File: config.mk
export PLATFORM = sky130hd
export DESIGN_NAME = pc_next_seq
export DESIGN_NICKNAME = d
export VERILOG_FILES = /design/src/rtl/pc_next_seq.sv
export SDC_FILE = /design/constraint.sdc
export NUM_CORES = 1
export LEC_CHECK = 0
export ABC_CLOCK_PERIOD_IN_PS = 1800
export CORE_ASPECT_RATIO = 0.7
export CORE_MARGIN = 2
export CORE_UTILIZATION = 49
export CTS_CLUSTER_DIAMETER = 80
export DETAILED_ROUTE_END_ITERATION = 16
export PLACE_DENSITY_LB_ADDON = 0.1
export SLEW_MARGIN = 20
export SYNTH_ARGS = -nofsm -noshare
export SYNTH_HDL_FRONTEND = slang
export SYNTH_SLANG_ARGS = --single-unit
File: constraint.sdc
create_clock -name CLK -period 1.8 [get_ports CLK]
set_clock_uncertainty 0.05 [all_clocks]
set_input_delay 0.27 -clock CLK [delete_from_list [all_inputs] [get_ports CLK]]
set_output_delay 0.27 -clock CLK [all_outputs]
set_load 0.005 [all_outputs]
File: src/rtl/pc_next_seq.sv
// Next-PC sequencer: increment, PC-relative branch, absolute jump, and call/return.
// Define PC_NEXT_SEQ_RAS_EN to build in the return-address stack; otherwise call acts as jump and ret as increment.
module pc_next_seq #(
  parameter logic [10:0] RESET_ADDR = 11'h000,
  parameter int unsigned RAS_DEPTH  = 4
) (
  input  logic        CLK,
  input  logic        RST,
  input  logic [10:0] read_PC,
  input  logic        stall,
  input  logic        branch_taken,
  input  logic [7:0]  branch_offset,
  input  logic        jump,
  input  logic [10:0] jump_target,
  input  logic        call,
  input  logic        ret,
  output logic [10:0] write_data_PC,
  output logic [2:0]  ras_count,
  output logic        ras_overflow,
  output logic        ras_underflow
);

  logic [10:0] pc_inc;
  logic [10:0] pc_branch;
  logic [10:0] pc_next;

  assign pc_inc    = read_PC + 11'd1;
  assign pc_branch = pc_inc + {{3{branch_offset[7]}}, branch_offset};

`ifdef PC_NEXT_SEQ_RAS_EN
  localparam int unsigned PW = (RAS_DEPTH > 1) ? $clog2(RAS_DEPTH) : 1;

  logic [10:0]   ras_mem [RAS_DEPTH];
  logic [PW-1:0] wr_ptr;
  logic [PW-1:0] top_ptr;
  logic [PW-1:0] ptr_inc;
  logic [2:0]    count;
  logic          ovf_flag;
  logic          udf_flag;
  logic          stack_empty;
  logic          stack_full;
  logic          do_pop;
  logic          do_push;

  // wr_ptr addresses the next free slot; a push at full wraps over the oldest entry
  assign stack_empty = (count == 3'd0);
  assign stack_full  = (count == 3'(RAS_DEPTH));
  assign top_ptr     = (wr_ptr == '0) ? PW'(RAS_DEPTH - 1) : wr_ptr - 1'b1;
  assign ptr_inc     = (wr_ptr == PW'(RAS_DEPTH - 1)) ? '0 : wr_ptr + 1'b1;
  assign do_pop      = ret && !stack_empty;
  assign do_push     = call && !ret;

  always_comb begin
    pc_next = pc_inc;
    if (ret)               pc_next = stack_empty ? pc_inc : ras_mem[top_ptr];
    else if (call)         pc_next = jump_target;
    else if (jump)         pc_next = jump_target;
    else if (branch_taken) pc_next = pc_branch;
  end

  always_ff @(posedge CLK or posedge RST) begin
    if (RST) begin
      write_data_PC <= RESET_ADDR;
      wr_ptr        <= '0;
      count         <= '0;
      ovf_flag      <= 1'b0;
      udf_flag      <= 1'b0;
    end else if (!stall) begin
      write_data_PC <= pc_next;
      if (do_pop) begin
        wr_ptr <= top_ptr;
        count  <= count - 3'd1;
      end else if (do_push) begin
        wr_ptr <= ptr_inc;
        if (!stack_full) count <= count + 3'd1;
      end
      if (do_push && stack_full)  ovf_flag <= 1'b1;
      if (ret && stack_empty)     udf_flag <= 1'b1;
    end
  end

  always_ff @(posedge CLK) begin
    if (!stall && do_push) ras_mem[wr_ptr] <= pc_inc;
  end

  assign ras_count     = count;
  assign ras_overflow  = ovf_flag;
  assign ras_underflow = udf_flag;
`else
  always_comb begin
    pc_next = pc_inc;
    if (ret)                 pc_next = pc_inc;
    else if (call || jump)   pc_next = jump_target;
    else if (branch_taken)   pc_next = pc_branch;
  end

  always_ff @(posedge CLK or posedge RST) begin
    if (RST)         write_data_PC <= RESET_ADDR;
    else if (!stall) write_data_PC <= pc_next;
  end

  assign ras_count     = 3'd0;
  assign ras_overflow  = 1'b0;
  assign ras_underflow = 1'b0;
`endif

endmodule

==> results of run 1 <==
[logic make-up after synthesis]
group / synth area share, %
compound gates: 26.6
xor+xnor: 6.64
fa+ha+maj: 13.4
buf+inv: 7.67
flops: 19.0
mux: 0.690
other cells: 0.258
simple gates: 25.8
[metrics by stage]
step	setup slack [ns]	cells	instance area, µm²
after floorplan	-0.520	187	1540
after detailed placement	-1.20	315	2380
after global placement	-1.11	315	2380
==> flow_summary.yaml, run 1 <==
logic_synthesis:
  yosysTopAreaCell: "dfrtp_1"
  yosysWarnings: 0
  synth_cell_types: 57
  ys_ff_latch: 11
  netlist_area_um2: 1450
  postSynthCellCount: 183
  async_flop_share_pct: 100
  ys_seq_area_share_pct: 19.0
  yosys.area.top_type_share_pct: 19.0
  syn_avg_cell_area_um2: 7.93
  synthTopCellsByArea: "dfrtp_1, ha_1, nand2_1"
  synth_flop_cell: "dfrtp_1"
  synthTopCellsByCount: "nand2_1, ha_1, o21ai_0"
  yosysMostFrequentCell: "nand2_1"
  synth_edf_count: 0
die:
  die_y_um: 49.5
  die_w_um: 69.1
  initial_core_util_pct: 51.8
  pin_count: 53
  rows: 16
placed_design:
  place.gp.congestion: 0.939
  numPortBuffers: 47
  place_hpwl_um: 4340
cts:
  postCtsSetupRepairBufs: 15
  cts_buffers: 3
  cts_buffer_depth: 2
  cts-root-buf: "clkbuf_8"
  clock-sinks: 11
  ctsResizeCount: 99
  cts.htree.levels: 1
  ctsHoldBuffers: 0
outcome:
  status: "did not finish"
  first-error: "[ERROR DPL-0033] detailed placement checks failed during check placement."
  stop_stage: "clock tree synthesis"
==> inputs of run 2 (changes only) <==
--- a/config.mk
+++ b/config.mk
@@ -6,12 +6,10 @@
 export NUM_CORES = 1
 export LEC_CHECK = 0
 export ABC_CLOCK_PERIOD_IN_PS = 1800
-export CORE_ASPECT_RATIO = 0.7
 export CORE_MARGIN = 2
-export CORE_UTILIZATION = 49
-export CTS_CLUSTER_DIAMETER = 80
+export CORE_UTILIZATION = 40
 export DETAILED_ROUTE_END_ITERATION = 16
-export PLACE_DENSITY_LB_ADDON = 0.1
+export PLACE_DENSITY_LB_ADDON = 0.15
 export SLEW_MARGIN = 20
 export SYNTH_ARGS = -nofsm -noshare
 export SYNTH_HDL_FRONTEND = slang
==> run 2 against run 1 <==
Synthesized area is the same. The flow now finishes, with violations (negative setup slack). Synthesized cell count is the same.
==> flow_summary.yaml, run 2 <==
outcome:
  status: "complete, but fails checks"
  violations: "negative setup slack"
critical_path:
  critPathKind: "in -> reg"
  startpoint_type: "input port"
  arrival_ns: 2.48
  cp_max_fo: 4
  worstPathRequired_ns: 1.90
  endpoint_kind: "flop"
sta:
  period_minus_slack_ns: 2.38
  rsz0062_at_grt: "true"
  period_share_pct: 132
  setup_slack_ns: -0.580
  setup_viol: 8
  max_freq_mhz: 420
  hold_viol_final: 0
  slew_violations: 0
logic_synthesis:
  ys_ff_latch: 11
  syn_avg_cell_area_um2: 7.93
  synthTopCellsByArea: "dfrtp_1, ha_1, nand2_1"
  yosysTopAreaCell: "dfrtp_1"
  netlist_area_um2: 1450
  yosysWarnings: 0
  synthTopCellsByCount: "nand2_1, ha_1, o21ai_0"
  postSynthCellCount: 183
  synth_edf_count: 0
  ys_seq_area_share_pct: 19.0
  async_flop_share_pct: 100
  yosysMostFrequentCell: "nand2_1"
  synth_flop_cell: "dfrtp_1"
  yosys.area.top_type_share_pct: 19.0
  synth_cell_types: 57
cts:
  cts.htree.levels: 1
  cts_tree: "done"
  cts_buffers: 3
  ctsHoldBuffers: 0
  cts_buffer_depth: 2
  clk_pin_slew_ns: 0.07
  clock-sinks: 11
  clk_latency_ns: 0.26
  cts-root-buf: "clkbuf_4"
final_layout:
  largest-register: "write_data_PC"
  largest_reg_flops: 11
  fillers: 171
  reg_top3: "write_data_PC (11)"
  layout_commonest_cell: "buf_4"
  area_growth_syn_to_layout_pct: 104
  drive_gt1_share_pct: 49.0
  final_net_count: 355
  num_antenna_cells: 0
  final_area_um2: 2970
  final_cell_mix: "buf_4, clkdlybuf4s50_1, nand2_1"
pwr:
  leakage_uw: 0.00127
  p_switching_uw: 522
  clockPowerShare_pct: 11.7
  pwr-share-seq_pct: 21.0
  power_uw: 1400
  power_frac_comb_pct: 67.2
  ir_drop_v: 0.000241
  swShare_pct: 37.2
  p_int_uw: 882
  power.density_nw_per_um2: 473
routing:
  routed_wl_um: 6860
  via_count: 2051
  drc: 0
  viasPerCell: 5.89
  drt_iter0_drc: 245
  detail-route-antenna-nets: 0
  drt_first_pass_iters: 4
  wl_per_cell_um: 19.7
die:
  coreArea_um2: 3420
  die_y_um: 64.2
  pin_count: 53
  die_w_um: 64.2
  initial_core_util_pct: 42.5
  dieArea_um2: 4130
  rows: 21
global_route:
  antenna_found_initial: 0
  grt_pass1_vias: 2003
  grt_overflow: 0
  grt_max_degree: 12
  grt_pass1_wl_um: 8840
  grt_use_total_pct: 27.3
min_path:
  min_path_type: "in -> async"
placed_design:
  place_area_um2: 2420
  place_hpwl_um: 4080
  place.gp.congestion: 0.944
  numPortBuffers: 47
job:
  maxCapViolCount: 0
[run 2: power groups by stage]
stage,clock network (µW),registers [µW],logic (µW)
final,165,295,944
after global routing,183,300,989
after CTS,162,296,787
after detailed placement,0,301,677
after global placement,0,298,655
after floorplan,0,302,308
[run 2: final timing paths]
| kind | startpoint | endpoint | slack, ns | cells past startpoint |
|---|---|---|---|---|
| setup / recovery | read_PC[4] | write_data_PC[10] | -0.58 | 11 |
| hold reg to reg | write_data_PC[0] | write_data_PC[0] | 0.44 | 2 |
| min in group CLK | write_data_PC[0] | write_data_PC[0] | 0.44 | 2 |
| hold / removal | RST | write_data_PC[9] | 0.24 | 2 |
| setup reg to reg | write_data_PC[10] | write_data_PC[10] | 0.69 | 3 |
| max in group asynchronous | RST | write_data_PC[3] | 1.18 | 2 |
[run 2: area by class of cell]
class                      count  area, µm²  share of cell area (%)
inverter                       8       32.5                    1.10
clock buffer                   4       26.3                   0.886
sequential                    11        275                    9.28
multi-input combinational    158       1520                    51.3
timing repair buffer         121       1050                    35.5
tap                           46       57.6                    1.94
[run 2: metal layers]
metal	track usage (%)	part of all wire, %	up-vias
li1	-	-	913
met4	12.8	5.5	0
met3	1.76	7.1	40
met5	0	0	-
met2	54.0	50	141
met1	28.9	38	957
[run 2: metrics by stage]
stage	worst slack, ns	util (%)	cells	TNS (ns)	hold WS [ns]
after floorplan	-0.520	-	187	-1.33	0.0724
after global placement	-1.13	71.0	329	-8.51	0.417
after detailed placement	-1.18	71.0	329	-9.14	0.431
after CTS	-0.599	80.2	345	-1.85	0.263
after global routing	-0.632	86.8	348	-2.43	0.285
final	-0.580	86.8	348	-2.05	0.237
[run 2: repair_timing]
action | in CTS | in global routing
setup endpoints to repair | 10 | 9
pin swaps | 39 | 39
buffers inserted | 12 | 5
gates resized for setup | 75 | 43
[run 2: critical path: stages]
cell	delay [ns]
buf_6	0.07
and4_4	0.27
nand4_1	0.19
xnor2_2	0.19
ha_1	0.31
a21oi_2	0.18
buf_4	0.14
mux2i_2	0.23
o311ai_2	0.16
nor4_1	0.38
o31ai_2	0.10
[run 2: kinds of logic after synthesis]
family          Yosys count  synth area share (%)
simple gates             70                  25.8
compound gates           56                  26.6
buf+inv                  18                  7.67
fa+ha+maj                15                  13.4
xor+xnor                 11                  6.64
flops                    11                  19.0
other cells               1                 0.258
mux                       1                 0.690
Power figures use the tool's default switching activity.
==> inputs of run 3 (changes only) <==
--- a/config.mk
+++ b/config.mk
@@ -5,6 +5,7 @@
 export SDC_FILE = /design/constraint.sdc
 export NUM_CORES = 1
 export LEC_CHECK = 0
+export ABC_AREA = 1
 export ABC_CLOCK_PERIOD_IN_PS = 1800
 export CORE_MARGIN = 2
 export CORE_UTILIZATION = 40
==> run 3 against run 2 <==
Non-clock buffer count shrank 8. Clock power grew 47%. Sequential share of layout area decreased by 0.23 points. Synthesized cell count rose by 40%. Highest routed layer unchanged. The flow still finishes with violations (negative setup slack). Critical path depth increased by 7. Die area rose by 7.5%. Count of clock-buffer cells in the layout did not move. First-iteration DRC count decreased by 31%. Final area grew 2.5%. Global-route usage down 2.9 points. Flip-flop and latch count unchanged.
==> flow_summary.yaml, run 3 <==
outcome:
  status: "complete, but fails checks"
  violations: "negative setup slack"
placed_design:
  place.gp.congestion: 0.954
  numPortBuffers: 47
  place_hpwl_um: 4010
  place_area_um2: 2500
  dp_cells: 393
  pre_cts_ws_ns: -1.18
final_layout:
  layout_commonest_cell: "buf_4"
  reg_top3: "write_data_PC (11)"
  instances_no_fill: 417
  regArea_um2: 275
  final_cell_mix: "buf_4, nand2_1, clkdlybuf4s50_1"
  multiInputGateArea_um2: 1490
  final_area_um2: 3040
  num_antenna_cells: 0
  fillers: 236
  largest_reg_flops: 11
  drive_gt1_share_pct: 44.2
  final_net_count: 422
  area_growth_syn_to_layout_pct: 93.9
  largest-register: "write_data_PC"
global_route:
  grt_overflow: 0
  grt_pass1_vias: 1977
  grt_use_total_pct: 24.4
  grt_max_degree: 14
  antenna_found_initial: 0
  grt_pass1_wl_um: 8340
critical_path:
  rr_worst_depth: 2
  arrival_ns: 2.36
  worstPathRequired_ns: 1.91
  crit_path_start: "read_PC[1]"
  startpoint_type: "input port"
  endpoint_kind: "flop"
  critPathKind: "in -> reg"
  timing.rr.end: "write_data_PC[2]"
  cp_max_fo: 5
  rr_startpoint: "write_data_PC[2]"
  rrSetupSlack_ns: 1.06
sta:
  max_freq_mhz: 443
  slew_violations: 0
  period_minus_slack_ns: 2.26
  hold_viol_final: 0
  setup_slack_ns: -0.456
  setup-tns-final_ns: -2.98
  rsz0062_at_grt: "true"
  setup_viol: 8
  period_share_pct: 125
cts:
  cts-root-buf: "clkbuf_8"
  cts_tree: "done"
  cts_buffers: 3
  clk_pin_slew_ns: 0.05
  cts_buffer_depth: 2
  cts.htree.levels: 1
  clk_latency_ns: 0.23
  clock-sinks: 11
logic_synthesis:
  synthXorXnorAreaFrac_pct: 3.91
  synthTopCellsByArea: "nand2_1, dfrtp_1, ha_1"
  synthTopCellsByCount: "nand2_1, inv_1, nor2_1"
  ys_ff_latch: 11
  yosysMostFrequentCell: "nand2_1"
  postSynthCellCount: 256
  ys_seq_area_share_pct: 17.6
  synthMuxAreaShare_pct: 0
  synthSimpleGateAreaFrac_pct: 38.7
  netlist_area_um2: 1570
  synth_compound_area_share_pct: 14.1
  yosysTopAreaCell: "nand2_1"
  syn_avg_cell_area_um2: 6.12
  synth_fa_ha_area_share_pct: 12.5
  synth_cell_types: 36
  yosysWarnings: 0
  synth_top_family_by_area: "simple AND/OR/NAND/NOR gates"
  async_flop_share_pct: 100
  yosys.area.top_type_share_pct: 18.4
  synth_edf_count: 0
  synth_flop_cell: "dfrtp_1"
routing:
  via_count: 2230
  drc: 0
  detail-route-antenna-nets: 0
  drt_first_pass_iters: 5
  drt_iter0_drc: 170
  wl_per_cell_um: 15.9
  routed_wl_um: 6620
  viasPerCell: 5.35
job:
  maxCapViolCount: 0
die:
  coreArea_um2: 3720
  die_y_um: 66.6
  rows: 22
  die_w_um: 66.6
  pin_count: 53
  dieArea_um2: 4440
  initial_core_util_pct: 42.2
pwr:
  power_uw: 1440
  power.density_nw_per_um2: 475
  leakage_uw: 0.00148
  ir_drop_v: 0.000327
min_path:
  min_path_type: "in -> async"
-- run 3: final cells by class --
| class | count | area share, % |
|---|---|---|
| Tap cell | 48 | 1.98 |
| Multi-Input combinational cell | 202 | 49.0 |
| Clock buffer | 4 | 1.48 |
| Timing Repair Buffer | 113 | 32.9 |
| Sequential cell | 11 | 9.05 |
| Inverter | 39 | 5.64 |
-- run 3: worst max-delay path by stage --
stage | slack, ns | endpoint | depth (start not counted)
2_1_floorplan | -0.24 | write_data_PC[8] | 20
3_3_place_gp | -1.16 | write_data_PC[8] | 20
3_5_place_dp | -1.18 | write_data_PC[8] | 23
4_1_cts | -0.37 | write_data_PC[8] | 22
5_1_grt | -0.58 | write_data_PC[8] | 19
6_report | -0.46 | write_data_PC[10] | 18
-- run 3: logic make-up (layout without fill, tap and decap cells) --
group,after synthesis,after routing
buffers and inverters,47,156
other,1,5
flip-flops,11,11
AO/OA/AOI/OAI,39,39
XOR/XNOR,7,7
AND/OR/NAND/NOR,136,136
adder cells (fa/ha/maj),15,15
-- run 3: repair_timing --
| item | in CTS | in global routing |
|---|---|---|
| resized for setup | 86 | 26 |
| endpoints found under the setup margin | 10 | 9 |
| gates cloned | 0 | 0 |
| pin swaps | 44 | 19 |
| hold buffers | 0 | 0 |
| buffers inserted | 12 | 8 |
-- run 3: stage by stage --
step	hold WS [ns]	utilization [%]
5_1_grt	0.332	81.8
3_3_place_gp	0.418	67.3
3_5_place_dp	0.415	67.3
6_report	0.271	81.8
2_1_floorplan	0.0724	-
4_1_cts	0.291	77.3
-- run 3: per-layer routing --
layer  up-vias  part of all wire [%]  GRT usage (%)
met5         -                     0              0
met1      1056                    39           28.7
met4         0                   2.3           5.10
li1       1044                     -              -
met2       112                    53           46.4
met3        18                   5.5           3.55
-- run 3: critical path, stage by stage --
cell	delay [ns]
buf_8	0.10
buf_4	0.13
ha_4	0.18
buf_4	0.14
nand2_2	0.10
xnor2_2	0.10
buf_4	0.16
ha_1	0.36
nand2_4	0.08
nor2_4	0.12
nand3_2	0.10
nand3_2	0.09
nand2_2	0.05
nand3_1	0.08
nand2_1	0.05
nand3_1	0.08
nand2_1	0.05
a21oi_1	0.14
-- run 3: where the power goes --
part / switching, µW / total [µW] / internal, µW
registers: 17.8 / 296 / 278
logic: 438 / 907 / 469
clock network: 86.7 / 242 / 155
